[config.mk]
export PLATFORM = sky130hd
export DESIGN_NAME = step_clock_ctrl_flat
export DESIGN_NICKNAME = d
export VERILOG_FILES = /design/src/rtl/step_clock_ctrl_if.sv /design/src/rtl/step_clock_ctrl.sv /design/src/flat_wrapper.sv
export SDC_FILE = /design/constraint.sdc
export NUM_CORES = 1
export LEC_CHECK = 0
export BUFFER_PORTS_ARGS = -buffer_cell sky130_fd_sc_hd__buf_4
export CAP_MARGIN = 20
export CORE_MARGIN = 3
export CORE_UTILIZATION = 53
export CTS_BUF_LIST = sky130_fd_sc_hd__clkbuf_16
export CTS_CLUSTER_DIAMETER = 150
export DETAILED_ROUTE_END_ITERATION = 10
export PLACE_DENSITY = 0.76
export SLEW_MARGIN = 10
export SYNTH_ARGS = -nofsm -noshare
export SYNTH_HDL_FRONTEND = slang
export SYNTH_SLANG_ARGS = --single-unit
[constraint.sdc]
create_clock -name clk_in -period 2.9 [get_ports clk_in]
set_input_delay 0.58 -clock clk_in [delete_from_list [all_inputs] [get_ports clk_in]]
set_output_delay 0.58 -clock clk_in [all_outputs]
set_load 0.01 [all_outputs]
[src/rtl/step_clock_ctrl_if.sv]
// Handshake bundle between the board-side controls and the CPU clock generator.
// The master drives the divider clock and raw controls; the slave returns the CPU clock and status.
interface step_clock_ctrl_if;
    logic        div_clk;
    logic        run_sw;
    logic        step_btn;
    logic        cpu_clk;
    logic [31:0] cycle_cnt;
    logic [1:0]  mode;

    modport master (
        output div_clk,
        output run_sw,
        output step_btn,
        input  cpu_clk,
        input  cycle_cnt,
        input  mode
    );

    modport slave (
        input  div_clk,
        input  run_sw,
        input  step_btn,
        output cpu_clk,
        output cycle_cnt,
        output mode
    );
endinterface

[src/rtl/step_clock_ctrl.sv]
// CPU clock source: free-runs from the divider clock or emits single debounced step pulses.
// Every output comes straight from a flop; reset clears all state asynchronously.
module step_clock_ctrl #(
    parameter int DB_CYCLES   = 500000,
    parameter int HIGH_CYCLES = 4
) (
    input  logic              clk_in,
    input  logic              reset,
    step_clock_ctrl_if.slave  if_ctrl
);

    localparam int DB_W = (DB_CYCLES > 1) ? $clog2(DB_CYCLES) : 1;
    localparam int PC_W = $clog2(HIGH_CYCLES + 1);
    localparam logic [DB_W-1:0] DB_LAST = DB_W'(DB_CYCLES - 1);
    localparam logic [PC_W-1:0] PC_LOAD = PC_W'(HIGH_CYCLES);
    localparam logic [PC_W-1:0] PC_ONE  = PC_W'(1);

    typedef enum logic [1:0] {
        ST_IDLE  = 2'b00,
        ST_RUN   = 2'b01,
        ST_PULSE = 2'b10
    } state_t;

    // Index 0 is the run switch, index 1 the step button.
    logic [1:0] w_raw;
    logic [1:0] w_stable;

    assign w_raw = {if_ctrl.step_btn, if_ctrl.run_sw};

    genvar gi;
    generate
        for (gi = 0; gi < 2; gi++) begin : g_db
            logic            r_sync1;
            logic            r_sync2;
            logic            r_stable;
            logic [DB_W-1:0] r_db_cnt;

            always_ff @(posedge clk_in or posedge reset) begin
                if (reset) begin
                    r_sync1  <= 1'b0;
                    r_sync2  <= 1'b0;
                    r_stable <= 1'b0;
                    r_db_cnt <= '0;
                end else begin
                    r_sync1 <= w_raw[gi];
                    r_sync2 <= r_sync1;
                    if (r_sync2 == r_stable) begin
                        r_db_cnt <= '0;
                    end else if (r_db_cnt == DB_LAST) begin
                        r_stable <= r_sync2;
                        r_db_cnt <= '0;
                    end else begin
                        r_db_cnt <= r_db_cnt + 1'b1;
                    end
                end
            end

            assign w_stable[gi] = r_stable;
        end
    endgenerate

    logic w_run;
    logic w_step_req;
    logic r_step_prev;
    logic r_div_q;
    logic w_div_rise;
    logic w_div_fall;

    assign w_run      = w_stable[0];
    assign w_step_req = w_stable[1] & ~r_step_prev;
    assign w_div_rise = if_ctrl.div_clk & ~r_div_q;
    assign w_div_fall = ~if_ctrl.div_clk & r_div_q;

    always_ff @(posedge clk_in or posedge reset) begin
        if (reset) begin
            r_step_prev <= 1'b0;
            r_div_q     <= 1'b0;
        end else begin
            r_step_prev <= w_stable[1];
            r_div_q     <= if_ctrl.div_clk;
        end
    end

    state_t          r_state;
    state_t          w_state_next;
    logic            r_cpu_clk;
    logic            w_cpu_clk_next;
    logic [PC_W-1:0] r_pulse_cnt;
    logic [PC_W-1:0] w_pulse_cnt_next;
    logic [31:0]     r_cycle_cnt;
    logic [31:0]     w_cycle_cnt_next;

    always_ff @(posedge clk_in or posedge reset) begin
        if (reset) begin
            r_state     <= ST_IDLE;
            r_cpu_clk   <= 1'b0;
            r_pulse_cnt <= '0;
            r_cycle_cnt <= '0;
        end else begin
            r_state     <= w_state_next;
            r_cpu_clk   <= w_cpu_clk_next;
            r_pulse_cnt <= w_pulse_cnt_next;
            r_cycle_cnt <= w_cycle_cnt_next;
        end
    end

    // A pending stop in RUN waits for the divider fall so the last high phase is never clipped.
    always_comb begin
        w_state_next = r_state;
        case (r_state)
            ST_IDLE: begin
                if (w_run) begin
                    w_state_next = ST_RUN;
                end else if (w_step_req) begin
                    w_state_next = ST_PULSE;
                end
            end
            ST_RUN: begin
                if (!w_run && (!r_cpu_clk || w_div_fall)) begin
                    w_state_next = ST_IDLE;
                end
            end
            ST_PULSE: begin
                if (r_pulse_cnt <= PC_ONE) begin
                    w_state_next = ST_IDLE;
                end
            end
            default: w_state_next = ST_IDLE;
        endcase
    end

    always_comb begin
        w_cpu_clk_next   = r_cpu_clk;
        w_pulse_cnt_next = r_pulse_cnt;
        case (r_state)
            ST_IDLE: begin
                w_cpu_clk_next = 1'b0;
                if (!w_run && w_step_req) begin
                    w_cpu_clk_next   = 1'b1;
                    w_pulse_cnt_next = PC_LOAD;
                end
            end
            ST_RUN: begin
                if (!w_run && !r_cpu_clk) begin
                    w_cpu_clk_next = 1'b0;
                end else if (w_div_rise) begin
                    w_cpu_clk_next = 1'b1;
                end else if (w_div_fall) begin
                    w_cpu_clk_next = 1'b0;
                end
            end
            ST_PULSE: begin
                if (r_pulse_cnt <= PC_ONE) begin
                    w_cpu_clk_next   = 1'b0;
                    w_pulse_cnt_next = '0;
                end else begin
                    w_cpu_clk_next   = 1'b1;
                    w_pulse_cnt_next = r_pulse_cnt - 1'b1;
                end
            end
            default: begin
                w_cpu_clk_next   = 1'b0;
                w_pulse_cnt_next = '0;
            end
        endcase
        w_cycle_cnt_next = r_cycle_cnt + {31'd0, w_cpu_clk_next & ~r_cpu_clk};
    end

    assign if_ctrl.cpu_clk   = r_cpu_clk;
    assign if_ctrl.mode      = r_state;
    assign if_ctrl.cycle_cnt = r_cycle_cnt;

endmodule

[src/flat_wrapper.sv]
// flat-port wrapper written by rule: the top's interface ports become plain ports
module step_clock_ctrl_flat 
#(
    parameter int DB_CYCLES   = 500000,
    parameter int HIGH_CYCLES = 4
)
  (clk_in, reset, if_ctrl_div_clk, if_ctrl_run_sw, if_ctrl_step_btn, if_ctrl_cpu_clk, if_ctrl_cycle_cnt, if_ctrl_mode);
  step_clock_ctrl_if if_ctrl_i ();
  input  logic clk_in;
  input  logic reset;
  input wire logic [$bits(if_ctrl_i.div_clk)-1:0] if_ctrl_div_clk;
  input wire logic [$bits(if_ctrl_i.run_sw)-1:0] if_ctrl_run_sw;
  input wire logic [$bits(if_ctrl_i.step_btn)-1:0] if_ctrl_step_btn;
  output wire logic [$bits(if_ctrl_i.cpu_clk)-1:0] if_ctrl_cpu_clk;
  output wire logic [$bits(if_ctrl_i.cycle_cnt)-1:0] if_ctrl_cycle_cnt;
  output wire logic [$bits(if_ctrl_i.mode)-1:0] if_ctrl_mode;
  assign if_ctrl_i.div_clk = if_ctrl_div_clk;
  assign if_ctrl_i.run_sw = if_ctrl_run_sw;
  assign if_ctrl_i.step_btn = if_ctrl_step_btn;
  assign if_ctrl_cpu_clk = if_ctrl_i.cpu_clk;
  assign if_ctrl_cycle_cnt = if_ctrl_i.cycle_cnt;
  assign if_ctrl_mode = if_ctrl_i.mode;
  step_clock_ctrl #(.DB_CYCLES(DB_CYCLES), .HIGH_CYCLES(HIGH_CYCLES)) u_core (.clk_in(clk_in), .reset(reset), .if_ctrl(if_ctrl_i));
endmodule
==> flow_summary.toml <==
[run_status]
status = "finished clean"

[setup_path]
worstSetupStartpointType = "flop"
path_max_fanout = 3
worstSetupEndpointType = "flop"
path_class = "reg2reg"
crit_arrival_ns = 2.90
crit_required_ns = 3.11
ff2ff_setup_slack_ns = 0.21

[floorplanning]
rows = 30
die_h_um = 92.5
dieArea_um2 = 8550
core-area_um2 = 7020
die-width_um = 92.5
start_util_pct = 56.5
pin_count = 40

[detailed_routing]
vias = 2958
first_pass_iters = 4
antenna_left = 0
post-route-drc-count = 0
via_per_inst = 5.59
drt_iter0_drc = 185
post_drt_wl_per_cell_um = 15.6
wl_mm = 8.23

[clocking]
cts_tree = "yes"
post_cts_buffers = 0
root_buffer = "clkbuf_16"
numCtsBuffers = 9
clock-sinks = 84
clkLatencyLatePin_ns = 0.34
clkTransAtPathRegs_ns = 0.06
ctsHoldBuffers = 0
htreeDepth = 3
clockBufferDepth = 2

[timing]
finClkSkew_ns = 0.00627
fmax_mhz = 372
post-route-period-util_pct = 92.7
hold_violations = 0
maxSlewHeadroom_pct = 52.7
worst_pin_slew_ns = 0.709
finalCriticalPeriod_ns = 2.69
setup_viol = 0
slew_violations = 0
rsz0062_at_grt = "false"

[final_layout]
design_area_um2 = 4740
area_growth_pct = 19.5
regArea_um2 = 2100
finalNonFillerCells = 529
drive_above_1_share_pct = 22.2
multiInputGateArea_um2 = 1810
diodes = 0
nFillCells = 546
fin_nets = 441

[grt]
antenna_found_initial = 0
overflow = 0
grt_max_degree = 45
grt_pass1_vias = 2912
grt_pass1_wl_mm = 14.1
grtUsageTotal_pct = 20.9

[logic_synthesis]
ys_seq_elements = 84
ys_warn_count = 0
syn_avg_cell_area_um2 = 10.6
ys_seq_area_share_pct = 53.0
netlist_instances = 375
synth_area_um2 = 3960
synth_nets = 386
synth_cell_types = 43

[placement]
portBuffers = 39
routabilityCongestion = 0.828
placed_cell_area_um2 = 4450
place_inst = 515
dpl.hpwl_mm = 5.61

[run]
max-cap-violations = 0

[pwr]
p_leak_nw = 2.09
vdd_drop_max_uv = 289
power_density_nw_per_um2 = 477

[min_path]
hp-class = "in2async"
[critical path: stages (launching register included)]
cell and delay (ns):
dfrtp_1 0.38, or4b_4 0.54, a31o_4 0.27, a21oi_2 0.13, ha_2 0.22, nand4_1 0.24, nor4_2 0.39, buf_4 0.18
nand3_1 0.08, xnor2_1 0.14
[logic make-up (layout without fill, tap and decap cells)]
kind of cell,after synthesis,in the layout,synth area share (%)
AOI/OAI and AO/OA,29,29,4.48
adders and majority gates,6,6,1.89
xor gates and xnor gates,58,58,12.8
DFF,84,84,53.0
muxes,2,2,0.568
buffers and inverters,20,78,2.68
and+or+nand+nor,176,176,24.5
[stage by stage]
step	hold WS [ns]	setup WS [ns]	setup TNS [ns]	total power [mW]	utilization, %
floorplan	0.331	0.0820	0	1.26	-
global placement	0.332	0.0730	0	1.28	63.4
CTS	0.338	0.00924	0	2.28	67.1
global route	0.343	0.0757	0	2.34	67.5
finish	0.343	0.211	0	2.26	67.5
detailed placement	0.339	-0.0671	-0.0756	1.29	63.4
[cell type report]
type / count / share of cell area, %
multi-input cells: 271 / 38.2
clock inverters: 5 / 0.475
clock buffers: 9 / 4.75
well taps: 96 / 2.54
flip-flops and latches: 84 / 44.4
inverters: 10 / 0.819
repair buffers: 54 / 8.82
[cells in the mapped netlist, drive strengths merged]
cell	count	area share, %
and2	2	0.32
mux2	2	0.57
a21oi	11	1.4
and4	4	0.88
buf	2	0.69
a31o	1	0.22
nand2	24	2.3
clkbuf	8	1.0
nor2	36	4.0
or3b	2	0.44
o21ai	11	1.7
nor3	9	1.1
or4b	1	0.25
o31ai	3	0.57
nor2b	2	0.32
inv	10	0.95
nand3	35	4.4
xor2	18	4.0
or3	4	0.63
dfrtp	84	53
nor4	11	1.9
nand2b	1	0.16
xnor2	40	8.8
or2	4	0.63
o41ai	1	0.22
nand4bb	1	0.41
o211ai	1	0.19
or4	5	1.0
and3b	1	0.22
ha	6	1.9
nor4b	1	0.22
nand4	24	3.8
o221ai	1	0.22
and3	9	1.4
[registers in the layout, indices dropped and copies added, names as in the netlist]
signal / cells
u_core.g_db.r_db_cnt: 38
u_core.g_db.r_stable: 2
u_core.g_db.r_sync1: 2
u_core.g_db.r_sync2: 2
u_core.if_ctrl.cpu_clk: 1
u_core.if_ctrl.cycle_cnt: 32
u_core.if_ctrl.mode: 2
u_core.r_div_q: 1
u_core.r_pulse_cnt: 3
u_core.r_step_prev: 1
[cell usage in the layout, fill, tap and decap left out, types with 8 or more instances in the layout]
cell,instances
and3_1,9
nor4_1,8
nand2_1,24
clkbuf_16,9
nor2_1,26
xor2_1,18
nor3_1,8
xnor2_1,40
inv_1,10
a21oi_1,10
nor2_2,10
nand4_1,24
o21ai_0,9
buf_4,53
dfrtp_1,84
nand3_1,35
[routing by layer]
layer / up-vias / global-route usage [%] / part of all wire [%]
met3: 6 / 5.20 / 5.3
met1: 1448 / 27.8 / 45
met4: 0 / 7.80 / 1.1
li1: 1429 / - / -
met5: - / 0 / 0
met2: 75 / 33.2 / 49
[worst paths after layout]
path	from	endpoint	cells after the start
max reg2reg	u_core.if_ctrl.mode[0]	u_core.if_ctrl.cycle_cnt[29]	9
min	reset	u_core.g_db[1].r_db_cnt[15]	2
min reg2reg	u_core.g_db[1].r_sync1	u_core.g_db[1].r_sync2	0
min in group clk_in	if_ctrl_step_btn	u_core.g_db[1].r_sync1	1
max in group asynchronous	reset	u_core.g_db[0].r_db_cnt[7]	3
max	u_core.if_ctrl.mode[0]	u_core.if_ctrl.cycle_cnt[29]	9
[timing repair]
| action | in CTS | in global routing |
|---|---|---|
| setup endpoints to repair | 3 | 22 |
| endpoints found under the hold margin | 0 | 0 |
| cloned | 0 | 0 |
| resized for setup | 2 | 6 |
| pin swaps | 0 | 2 |
[power breakdown]
part           internal (mW)  switching [mW]
Clock                  0.559           0.434
Sequential              1.19          0.0141
Combinational         0.0203          0.0445
(Power assumes the default switching activity.)
